$ cat src/rtl/des_tdes_cbc_ctrl.sv
// CBC chaining controller around the Triple-DES pipeline core.
// Encrypt keeps one block in flight; decrypt streams with a FIFO of pending XOR operands.
module des_tdes_cbc_ctrl #(
  parameter int unsigned FIFO_DEPTH = 64,
  parameter int unsigned FIFO_AW    = 6
) (
  input  logic        clk,
  input  logic        rst,
  input  logic        cfg_start,
  input  logic [63:0] cfg_iv,
  input  logic        cfg_encrypt,
  input  logic        in_valid,
  output logic        in_ready,
  input  logic [63:0] in_block,
  input  logic        in_last,
  output logic        core_valid_out,
  output logic [63:0] core_block_out,
  output logic        core_is_encrypt,
  input  logic        core_valid_in,
  input  logic [63:0] core_block_in,
  output logic        out_valid,
  output logic [63:0] out_block,
  output logic        out_last,
  output logic        busy,
  output logic        err
);

  localparam logic [1:0] StIdle     = 2'd0;
  localparam logic [1:0] StEncIssue = 2'd1;
  localparam logic [1:0] StEncWait  = 2'd2;
  localparam logic [1:0] StDecRun   = 2'd3;

  localparam logic [FIFO_AW:0] FullCount = (FIFO_AW + 1)'(FIFO_DEPTH);

  logic [1:0]         state_q, state_d;
  logic [63:0]        chain_q, chain_d;
  logic               encrypt_q, encrypt_d;
  // Encrypt: latched last flag of the block in flight. Decrypt: last block accepted.
  logic               last_q, last_d;
  logic               err_q, err_d;
  logic               cvo_q, cvo_d;
  logic [63:0]        cbo_q, cbo_d;
  logic               ov_q, ov_d;
  logic [63:0]        ob_q, ob_d;
  logic               ol_q, ol_d;
  logic [FIFO_AW-1:0] wptr_q, wptr_d;
  logic [FIFO_AW-1:0] rptr_q, rptr_d;
  logic [FIFO_AW:0]   count_q, count_d;

  logic [64:0]        fifo_mem [FIFO_DEPTH];
  logic [64:0]        head;
  logic               fifo_full;
  logic               fifo_empty;
  logic               push;
  logic               pop;

  assign head       = fifo_mem[rptr_q];
  assign fifo_full  = (count_q == FullCount);
  assign fifo_empty = (count_q == '0);

  assign in_ready = (state_q == StEncIssue) ||
                    ((state_q == StDecRun) && !fifo_full && !last_q);

  always_comb begin
    state_d   = state_q;
    chain_d   = chain_q;
    encrypt_d = encrypt_q;
    last_d    = last_q;
    err_d     = err_q;
    cvo_d     = 1'b0;
    cbo_d     = cbo_q;
    ov_d      = 1'b0;
    ob_d      = ob_q;
    ol_d      = 1'b0;
    push      = 1'b0;
    pop       = 1'b0;

    case (state_q)
      StIdle: begin
        if (cfg_start) begin
          chain_d   = cfg_iv;
          encrypt_d = cfg_encrypt;
          last_d    = 1'b0;
          state_d   = cfg_encrypt ? StEncIssue : StDecRun;
        end
      end
      StEncIssue: begin
        if (in_valid) begin
          cvo_d   = 1'b1;
          cbo_d   = in_block ^ chain_q;
          last_d  = in_last;
          state_d = StEncWait;
        end
      end
      StEncWait: begin
        if (core_valid_in) begin
          ov_d    = 1'b1;
          ob_d    = core_block_in;
          ol_d    = last_q;
          chain_d = core_block_in;
          last_d  = 1'b0;
          state_d = last_q ? StIdle : StEncIssue;
        end
      end
      StDecRun: begin
        if (in_valid && in_ready) begin
          cvo_d   = 1'b1;
          cbo_d   = in_block;
          push    = 1'b1;
          chain_d = in_block;
          if (in_last) begin
            last_d = 1'b1;
          end
        end
        if (core_valid_in) begin
          if (fifo_empty) begin
            err_d = 1'b1;
          end else begin
            pop  = 1'b1;
            ov_d = 1'b1;
            ob_d = core_block_in ^ head[63:0];
            ol_d = head[64];
            if (head[64]) begin
              last_d  = 1'b0;
              state_d = StIdle;
            end
          end
        end
      end
      default: state_d = StIdle;
    endcase
  end

  always_comb begin
    wptr_d  = push ? wptr_q + FIFO_AW'(1) : wptr_q;
    rptr_d  = pop ? rptr_q + FIFO_AW'(1) : rptr_q;
    count_d = count_q;
    case ({push, pop})
      2'b10:   count_d = count_q + 1'b1;
      2'b01:   count_d = count_q - 1'b1;
      default: count_d = count_q;
    endcase
  end

  always_ff @(posedge clk) begin
    if (rst) begin
      state_q   <= StIdle;
      chain_q   <= '0;
      encrypt_q <= 1'b0;
      last_q    <= 1'b0;
      err_q     <= 1'b0;
      cvo_q     <= 1'b0;
      cbo_q     <= '0;
      ov_q      <= 1'b0;
      ob_q      <= '0;
      ol_q      <= 1'b0;
      wptr_q    <= '0;
      rptr_q    <= '0;
      count_q   <= '0;
    end else begin
      state_q   <= state_d;
      chain_q   <= chain_d;
      encrypt_q <= encrypt_d;
      last_q    <= last_d;
      err_q     <= err_d;
      cvo_q     <= cvo_d;
      cbo_q     <= cbo_d;
      ov_q      <= ov_d;
      ob_q      <= ob_d;
      ol_q      <= ol_d;
      wptr_q    <= wptr_d;
      rptr_q    <= rptr_d;
      count_q   <= count_d;
    end
  end

  // Storage only; validity is tracked by the pointers and count.
  always_ff @(posedge clk) begin
    if (push) begin
      fifo_mem[wptr_q] <= {in_last, chain_q};
    end
  end

  assign core_valid_out  = cvo_q;
  assign core_block_out  = cbo_q;
  assign core_is_encrypt = encrypt_q;
  assign out_valid       = ov_q;
  assign out_block       = ob_q;
  assign out_last        = ol_q;
  assign busy            = (state_q != StIdle);
  assign err             = err_q;

endmodule
$ cat config.mk
export PLATFORM = sky130hd
export DESIGN_NAME = des_tdes_cbc_ctrl
export DESIGN_NICKNAME = d
export VERILOG_FILES = /design/src/rtl/des_tdes_cbc_ctrl.sv
export SDC_FILE = /design/constraint.sdc
export NUM_CORES = 2
export LEC_CHECK = 0
export CORE_AREA = 2 2 753 380
export CTS_BUF_LIST = sky130_fd_sc_hd__clkbuf_8
export DETAILED_ROUTE_END_ITERATION = 7
export DIE_AREA = 0 0 755 382
export PLACE_DENSITY = 0.77
export SETUP_SLACK_MARGIN = 0.02
export SLEW_MARGIN = 20
export SYNTH_ARGS = -nofsm -noshare
export SYNTH_HDL_FRONTEND = slang
export SYNTH_MEMORY_MAX_BITS = 65536
export SYNTH_SLANG_ARGS = --single-unit
$ cat constraint.sdc
create_clock -name clk -period 21.9 [get_ports clk]
set_clock_uncertainty 0.2 [all_clocks]
set_input_delay 3.285 -clock clk [delete_from_list [all_inputs] [get_ports clk]]
set_output_delay 3.285 -clock clk [all_outputs]
set_load 0.02 [all_outputs]
==> impl_metrics.tcl <==
set metrics [dict create \
    cap_violations 0 \
    core_um2 282000 \
    syn_area_per_cell_um2 18.9 \
    yosys.area.top_type "edfxtp_1" \
    syn_to_final_growth_pct 11.1 \
    die_w_um 755 \
    numClockSinks 4385 \
    finalCritPeriodShare_pct 35.5 \
    p_clk_share_pct 34.6 \
    grt_max_degree 123 \
    start_util_pct 59.9 \
    fin_hold_ws_ns 0.277 \
    max_slew_margin_pct 12.5 \
    dieArea_um2 288000 \
    ios 334 \
    route.detailed.drc 0 \
    setup_tns_ns 0 \
    wl_per_cell_um 35.5 \
    switchingPower_mw 3.95 \
    drt_iter0_markers 17200 \
    synth_edf_count 4160 \
    cts_made_buffers 578 \
    die_h_um 382 \
    crit_top_cell "buf_4" \
    report.final.hold_viol_count 0 \
    synth_seq_cells 4385 \
    synthArstFlopShare_pct 0 \
    vias 95000 \
    grt_pass1_wl_um 678000 \
    yosysUniqueCellTypes 61 \
    viasPerCell 6.91 \
    ys_seq_area_share_pct 76.7 \
    critPathBufInv 6 \
    irDropWorstVdd_v 0.0000853 \
    yosysTopAreaCellShare_pct 74.1 \
    period_needed_ns 7.77 \
    drt_first_pass_iters 6 \
    place_congestion 0.956 \
    hold_class "flip-flop to flip-flop" \
    crit_type "flip-flop to flip-flop" \
    power_frac_seq_pct 59.2 \
    htree_levels 6 \
    slowest_stage "nor4_1" \
    dp.final_hpwl_um 286000 \
    cts-resized-gates 0 \
    fin_util_pct 66.6 \
    overflow 0 \
    multiInputGateArea_um2 37300 \
    routed_wl_um 487000 \
    timing.fmax_mhz 129 \
    seqCellArea_um2 130000 \
    synth_nets 9112 \
    rsz0062_at_grt "false" \
    rows 138 \
    detail-route-antenna-nets 0 \
    setup_viol 0 \
    outcome "complete, no violations" \
    crit_chain "buf_4 -> buf_4 -> buf_4 -> buf_4 -> buf_4 -> mux4_2 -> o22ai_1 -> nor4_1 -> buf_4 -> o21ai_0 -> a32o_1" \
    grtUsageTotal_pct 33.4 \
    ys_warn_count 0 \
    slew_viol_final 0 \
    cts_root_buf "clkbuf_8" \
    yosysMostFrequentCell "edfxtp_1" \
    grt_antenna_before_repair 28 \
    cts_max_path_buffers 4 \
    synth_top_cells_by_count "4160 x edfxtp_1, 1114 x mux2i_1, 516 x mux4_2" \
    crit_path_max_fanout 56 \
    syn_area_um2 169000 \
    cts_setup_buffers 0 \
    first_global_vias 91200 \
    intPower_mw 12.5 \
    clock_latency_ns 1.11 \
    required_ns 22.69 \
    crit_arrival_ns 8.55 \
    end_kind "flip-flop" \
    postCtsHoldBufs 0 \
    power_frac_comb_pct 6.2 \
    ys.flop_type "edfxtp_1" \
    critPathLaunchType "flip-flop" \
    worstMarginPinSlew_ns 1.31 \
    p_per_area_nw_per_um2 87.8 \
    nets 9744 \
    n_fill_cell 17600 \
    switching_share_pct 24.0 \
    drive_gt1_share_pct 16.6 \
    power.leakage_nw 56.7 \
    crit_family "buffers and inverters" \
    io_buffers 333 \
    syn_inst 8908 \
    cts_tree "built" \
    path_clk_slew_ns 0.07 \
    yosys-top-cells-area "edfxtp_1 74%, mux4_2 6.9%, mux2i_1 6.6%" \
    slowest_delay_ns 1.01 \
]
## power groups by stage
| stage | logic [mW] | clock network [mW] | registers, mW |
|---|---|---|---|
| 2_1_floorplan | 0.260 | 0 | 10.1 |
| 3_3_place_gp | 0.946 | 0 | 9.90 |
| 3_5_place_dp | 0.991 | 0 | 9.92 |
| 4_1_cts | 0.991 | 5.68 | 9.74 |
| 5_1_grt | 1.07 | 6.05 | 9.75 |
| 6_report | 1.02 | 5.69 | 9.74 |
## per-layer routing
| metal | track usage [%] | vias to the layer above | routed length (um) |
|---|---|---|---|
| li1 | - | 37600 | - |
| met1 | 50.8 | 47900 | 181000 |
| met2 | 43.4 | 8598 | 194000 |
| met3 | 14.7 | 846 | 96100 |
| met4 | 10.3 | 32 | 15900 |
| met5 | 0 | - | 529 |
## through the flow
stage | total power, mW | cells | area (um^2) | worst slack (ns)
after floorplan | 10.3 | 8908 | 169000 | 10.69
after global placement | 10.9 | 12700 | 177000 | 13.65
after detailed placement | 10.9 | 12700 | 177000 | 13.57
after CTS | 16.4 | 13700 | 187000 | 14.29
after global routing | 16.9 | 13700 | 187000 | 13.81
final | 16.4 | 13700 | 187000 | 14.13
## worst register-to-register path, stage by stage, from the launching register on
cell	delay (ns)
dfxtp_4	0.87
buf_4	0.80
buf_4	0.91
buf_4	0.93
buf_4	0.84
buf_4	0.86
mux4_2	0.47
o22ai_1	0.14
nor4_1	1.01
buf_4	0.25
o21ai_0	0.08
a32o_1	0.31
## sequential cells by signal, indices dropped and copies added (netlist names), named ones only
name,count
chain_q,64
core_block_out,64
core_is_encrypt,1
core_valid_out,1
count_q,7
err,1
fifo_mem,4160
last_q,1
out_block,64
out_last,1
out_valid,1
rptr_q,6
state_q,2
wptr_q,6
## area by class of cell
| type | instances | area share (%) |
|---|---|---|
| multi-input combinational | 3963 | 19.9 |
| inverter | 6 | 0.0134 |
| clock buffer | 620 | 4.55 |
| clock inverter | 374 | 0.922 |
| sequential | 4385 | 69.1 |
| tap | 3780 | 2.52 |
| timing repair buffer | 606 | 2.95 |
| antenna | 8 | 0.0107 |
## logic make-up (layout without fill, tap and decap cells)
| logic type | count (synthesis) | after routing | share of synthesized area [%] |
|---|---|---|---|
| fa+ha+maj | 5 | 5 | 0.0371 |
| compound gates | 1341 | 1341 | 5.27 |
| other cells | 0 | 8 | 0 |
| simple gates | 907 | 907 | 2.48 |
| buf+inv | 560 | 1606 | 1.56 |
| flops | 4385 | 4385 | 76.7 |
| mux | 1631 | 1631 | 13.5 |
| xor+xnor | 79 | 79 | 0.410 |
## final timing paths
check                                                 from                    endpoint  slack (ns)  cells after the start
worst min register to register  out_block[46]$_SDFFE_PP0P_  out_block[46]$_SDFFE_PP0P_        0.28                      1
worst max-delay path                             flip-flop   out_block[6]$_SDFFE_PP0P_       14.13                     11
worst min-delay path            out_block[46]$_SDFFE_PP0P_  out_block[46]$_SDFFE_PP0P_        0.28                      1
worst max register to register                   flip-flop   out_block[6]$_SDFFE_PP0P_       14.13                     11
## cell usage in the layout, fill, tap and decap left out, drive strengths merged, types with 66 or more instances in the layout
master	n
or3	70
clkdlybuf4s50	331
nor4	66
buf	274
a31oi	132
a22oi	204
o21ai	76
nand2	276
nand3	140
xor2	75
mux2i	1114
inv	239
edfxtp	4160
a211oi	128
nor2	285
o22ai	318
dfxtp	225
clkinv	120
a21oi	271
mux4	516
clkbuf	621
No activity file was read; power rests on OpenSTA's default activity.
